<file path="src/rtl/pokey_div_pkg.sv">
// rtl/pokey_div_pkg.sv - shared defaults and helpers for the enable divider bank
package pokey_div_pkg;

    localparam int DEF_CHANNELS = 4;
    localparam int DEF_WIDTH    = 8;

    // div_sel needs at least one bit even for a single-channel bank
    function automatic int sel_width(input int channels);
        return (channels > 1) ? $clog2(channels) : 1;
    endfunction

    function automatic logic tick_mux(input logic casc, input logic prev_en, input logic base);
        return casc ? prev_en : base;
    endfunction

endpackage

</file>
<file path="src/rtl/enable_divider_channel.sv">
// rtl/enable_divider_channel.sv - one divider slice: counter, pulse, toggle, active/shadow divisor
module enable_divider_channel #(
    parameter int WIDTH       = 8,
    parameter int DEFAULT_DIV = 0,
    parameter int RESETCOUNT  = 0
) (
    input  logic             clk,
    input  logic             reset_n,
    input  logic             ce,
    input  logic             tick,
    input  logic             syncreset,
    input  logic             wr_en,
    input  logic [WIDTH-1:0] wr_data,
    output logic             enable_out,
    output logic             sq_out
);

    localparam logic [WIDTH-1:0] DEF_DIV = WIDTH'(DEFAULT_DIV);
    localparam logic [WIDTH-1:0] RST_CNT = WIDTH'(RESETCOUNT);

    logic [WIDTH-1:0] count;
    logic [WIDTH-1:0] active_div;
    logic [WIDTH-1:0] shadow_div;
    logic             pulse_reg;
    logic             sq_reg;

    assign enable_out = pulse_reg & tick;
    assign sq_out     = sq_reg;

    // syncreset is applied after the tick update so its count overrides wrap/increment
    always_ff @(posedge clk or negedge reset_n) begin
        if (!reset_n) begin
            count      <= '0;
            pulse_reg  <= 1'b0;
            sq_reg     <= 1'b0;
            active_div <= DEF_DIV;
            shadow_div <= DEF_DIV;
        end else begin
            if (wr_en) begin
                shadow_div <= wr_data;
            end
            if (ce) begin
                if (tick) begin
                    if (count == active_div) begin
                        count      <= '0;
                        pulse_reg  <= 1'b1;
                        sq_reg     <= ~sq_reg;
                        active_div <= shadow_div;
                    end else begin
                        count      <= count + 1'b1;
                        pulse_reg  <= 1'b0;
                    end
                end
                if (syncreset) begin
                    count      <= RST_CNT;
                    active_div <= shadow_div;
                end
            end
        end
    end

endmodule

</file>
<file path="src/rtl/multi_enable_divider.sv">
// rtl/multi_enable_divider.sv - bank of runtime-divisor enable dividers with optional cascading
module multi_enable_divider
    import pokey_div_pkg::*;
#(
    parameter int CHANNELS    = DEF_CHANNELS,
    parameter int WIDTH       = DEF_WIDTH,
    parameter int DEFAULT_DIV = 0,
    parameter int RESETCOUNT  = 0,
    localparam int SEL_W      = sel_width(CHANNELS)
) (
    input  logic                clk,
    input  logic                reset_n,
    input  logic                ce,
    input  logic                enable_in,
    input  logic [CHANNELS-1:0] syncreset,
    input  logic [CHANNELS-1:0] cascade,
    input  logic                div_wr,
    input  logic [SEL_W-1:0]    div_sel,
    input  logic [WIDTH-1:0]    div_data,
    output logic [CHANNELS-1:0] enable_out,
    output logic [CHANNELS-1:0] sq_out
);

    logic unused_cascade0;
    assign unused_cascade0 = cascade[0];

    for (genvar i = 0; i < CHANNELS; i++) begin : g_ch
        logic tick;
        logic ch_en;
        logic ch_sq;
        logic wr_en;

        // the chain is wired through per-channel nets so the tick path stays purely combinational
        if (i == 0) begin : g_base
            assign tick = enable_in;
        end else begin : g_chain
            assign tick = tick_mux(cascade[i], g_ch[i-1].ch_en, enable_in);
        end

        assign wr_en = div_wr && (div_sel == SEL_W'(i));

        enable_divider_channel #(
            .WIDTH       (WIDTH),
            .DEFAULT_DIV (DEFAULT_DIV),
            .RESETCOUNT  (RESETCOUNT)
        ) u_channel (
            .clk        (clk),
            .reset_n    (reset_n),
            .ce         (ce),
            .tick       (tick),
            .syncreset  (syncreset[i]),
            .wr_en      (wr_en),
            .wr_data    (div_data),
            .enable_out (ch_en),
            .sq_out     (ch_sq)
        );

        assign enable_out[i] = ch_en;
        assign sq_out[i]     = ch_sq;
    end

endmodule

</file>
<file path="config.mk">
export PLATFORM = sky130hd
export DESIGN_NAME = multi_enable_divider
export DESIGN_NICKNAME = d
export VERILOG_FILES = /design/src/rtl/pokey_div_pkg.sv /design/src/rtl/enable_divider_channel.sv /design/src/rtl/multi_enable_divider.sv
export SDC_FILE = /design/constraint.sdc
export NUM_CORES = 1
export LEC_CHECK = 0
export ABC_AREA = 1
export ABC_CLOCK_PERIOD_IN_PS = 3000
export CORE_MARGIN = 2
export CORE_UTILIZATION = 30
export CTS_BUF_LIST = sky130_fd_sc_hd__clkbuf_4 sky130_fd_sc_hd__clkbuf_8 sky130_fd_sc_hd__clkbuf_16
export DETAILED_ROUTE_END_ITERATION = 10
export PLACE_DENSITY = 0.55
export RECOVER_POWER = 50
export SETUP_SLACK_MARGIN = 0.5
export SLEW_MARGIN = 20
export SYNTH_ARGS = -nofsm -noshare
export SYNTH_HDL_FRONTEND = slang
export SYNTH_SLANG_ARGS = --single-unit
</file>
<file path="constraint.sdc">
create_clock -name clk -period 3 [get_ports clk]
set_input_delay 0.9 -clock clk [delete_from_list [all_inputs] [get_ports clk]]
set_output_delay 0.9 -clock clk [all_outputs]
set_load 0.05 [all_outputs]
</file>
==> metrics <==
Peak VDD IR 0.333 mV; Max Cap Viol 0; Critical Path RT 2.10 ns; I/O Buffers 29; Via-to-Cell Ratio 4.49; Critical path origin enable_in; RePlAce Congestion 0.781; Core Footprint 17,200 um^2; vias 4,235; met2 WL 5050 um; initial antenna violation count 0; leading area contributor after synthesis dfrtp_1; CTS tree yes; Min Hold Slack 0.467 ns; Seq/Total Area, Yosys 49.2%; Layout fillers 1,763; Avg Cell Area, Syn 7.81 um^2; placed cell area 5890 um^2; Die W 137 um; drt drc 0; minimum clock period after layout 2.60 ns; status complete, no violations; CP Max Fanout 3; Total Wirelength 11,400 um; CTS Buffer Depth 2; Max Used Layer met4; Max Clock Skew 0.00617 ns; grt ovf 0; antenna-violating nets left 0; RSZ-0062 raised after global routing yes; Setup CP Type input pin to output port; final instance area 6260 um^2; total CTS buffers 9; WL/cell 12.1 um; Hold Startpoint g_ch[2].u_channel.sq_out; Post-Syn Instances 677; total track usage 13.1%; Worst R2R Start g_ch[2].u_channel.count[0]; final setup vio count 0; Power Density 684 nW/um^2; Rows 48; Ys Warns 0; measured slew at the worst slew-check pin 1.16 ns; vias in the first global route 3,956; worst hold path class register to register; Slew Viols, Final 0; clk slew on worst S/H paths 0.07 ns; Synth Net Count 704; Worst Setup End Kind output port; EDFF count, synth 0; Clock Root Buffer clkbuf_16; main flop type after synthesis dfrtp_1; Hold Buf Count CTS 0; Area Growth Syn to Fin 18.4%; # nets final 741; die height 137 um; clk sinks 104; Pre-Repair DR Iteration Count 4; commonest non-fill, non-tap cells in the layout nand2_1 (234), dfrtp_1 (104), inv_1 (82); number of diodes 0; Leakage 3.05 nW; Initial Utilization 30.7%; H-tree levels 3; Ports 31; Fin Setup TNS 0 ns; largest cells by area after synthesis dfrtp_1 (49%), nand2_1 (17%), inv_1 (5.9%); final worst path period share 86.7%; met3 routed WL 301 um; die area 18,700 um^2; post-synth top area share 49.2%; Crit path arrival time 1.70 ns; post-synthesis cell type count 31; pin count of the biggest net entering global routing 45; fin cells 943; fmax 0.384 GHz; hpwl dp 8100 um; commonest non-fill, non-tap cell in the layout nand2_1; later-pin clock latency in the skew report 0.35 ns; Slew headroom 22.3%; fraction of layout instances using a drive strength above 1 9.61%; number of DRC markers in iteration 0 268; share of flip-flops with an asynchronous set or reset 100%; first-pass GRT wire length 19,300 um; Final Hold Vio Count 0; Synth Cell Area 5290 um^2; wl on met1 5880 um; placed insts 925; critical path launch point type input pin; #FFs+latches synth 104; Largest regs g_ch.u_channel.active_div x32, g_ch.u_channel.count x32, g_ch.u_channel.shadow_div x32
==> layout make-up <==
type / instances / area (um^2) / share of cell area (%)
timing repair buffer: 49 / 489 / 7.82
sequential: 104 / 2600 / 41.6
multi-input combinational: 464 / 2250 / 35.9
clock buffer: 13 / 274 / 4.38
inverter: 86 / 328 / 5.24
clock inverter: 2 / 37.5 / 0.600
tap: 225 / 282 / 4.50
==> metal layers <==
metal	GRT usage, %	vias up
met2	20.0	44
li1	-	2221
met5	0	-
met3	2.07	10
met4	4.86	0
met1	18.7	1960
==> worst paths after layout <==
path                                                    to  slack (ns)  cells after the start
max                                          enable_out[3]        0.40                      7
min                               g_ch[2].u_channel.sq_out        0.47                      1
max reg2reg                g_ch[2].u_channel.active_div[5]        1.27                      9
min reg2reg                       g_ch[2].u_channel.sq_out        0.47                      1
max in group asynchronous       g_ch[1].u_channel.count[1]        0.69                      2
min in group asynchronous  g_ch[2].u_channel.shadow_div[2]        0.78                      1
==> kinds of logic after synthesis <==
group	Yosys count	synth area share, %
AND/OR/NAND/NOR	379	31.7
buffers and inverters	109	8.92
flip-flops	104	49.2
AO/OA/AOI/OAI	65	6.58
XOR/XNOR	16	2.65
adder cells (fa/ha/maj)	4	0.947
==> synthesized netlist by cell type, types with 4 or more instances <==
library cell,number
nor2_1,32
a21oi_1,4
xor2_1,8
buf_4,9
nand2_2,9
nor3_1,11
nand3b_1,5
ha_1,4
buf_2,5
clkbuf_1,6
o21ai_0,47
nand2_1,234
o21ai_2,4
xnor2_1,8
inv_1,83
o21ai_1,6
nand3_1,49
nand4_1,30
dfrtp_1,104
==> power breakdown <==
part	internal, W	total, W	switching, W	leakage (nW)
clock network	0.000721	0.00123	0.000507	0.151
registers	0.00170	0.00194	0.000242	1.36
logic	0.000443	0.00111	0.000666	1.54
total	0.00287	0.00428	0.00141	3.05
==> metrics by stage <==
step                setup WS [ns]  utilization [%]  total power (W)
finish                      0.399             36.3          0.00428
global route                0.235             36.3          0.00460
CTS                         0.343             36.3          0.00434
detailed placement         -0.259             34.1          0.00307
global placement           -0.249             34.1          0.00305
floorplan                   0.460                -          0.00275
==> repair_timing <==
| item | CTS | global route |
|---|---|---|
| pin swaps | 4 | 4 |
| setup endpoints to repair | 4 | 3 |
| buffers inserted | 2 | 1 |
| gates resized for setup | 29 | 4 |
==> worst max-delay path: stages <==
cell      delay, ns
buf_12         0.09
inv_6          0.03
or2_4          0.23
nand2_4        0.08
nand3_4        0.07
a21boi_4       0.16
buf_12         0.15
Power figures use the tool's default switching activity.
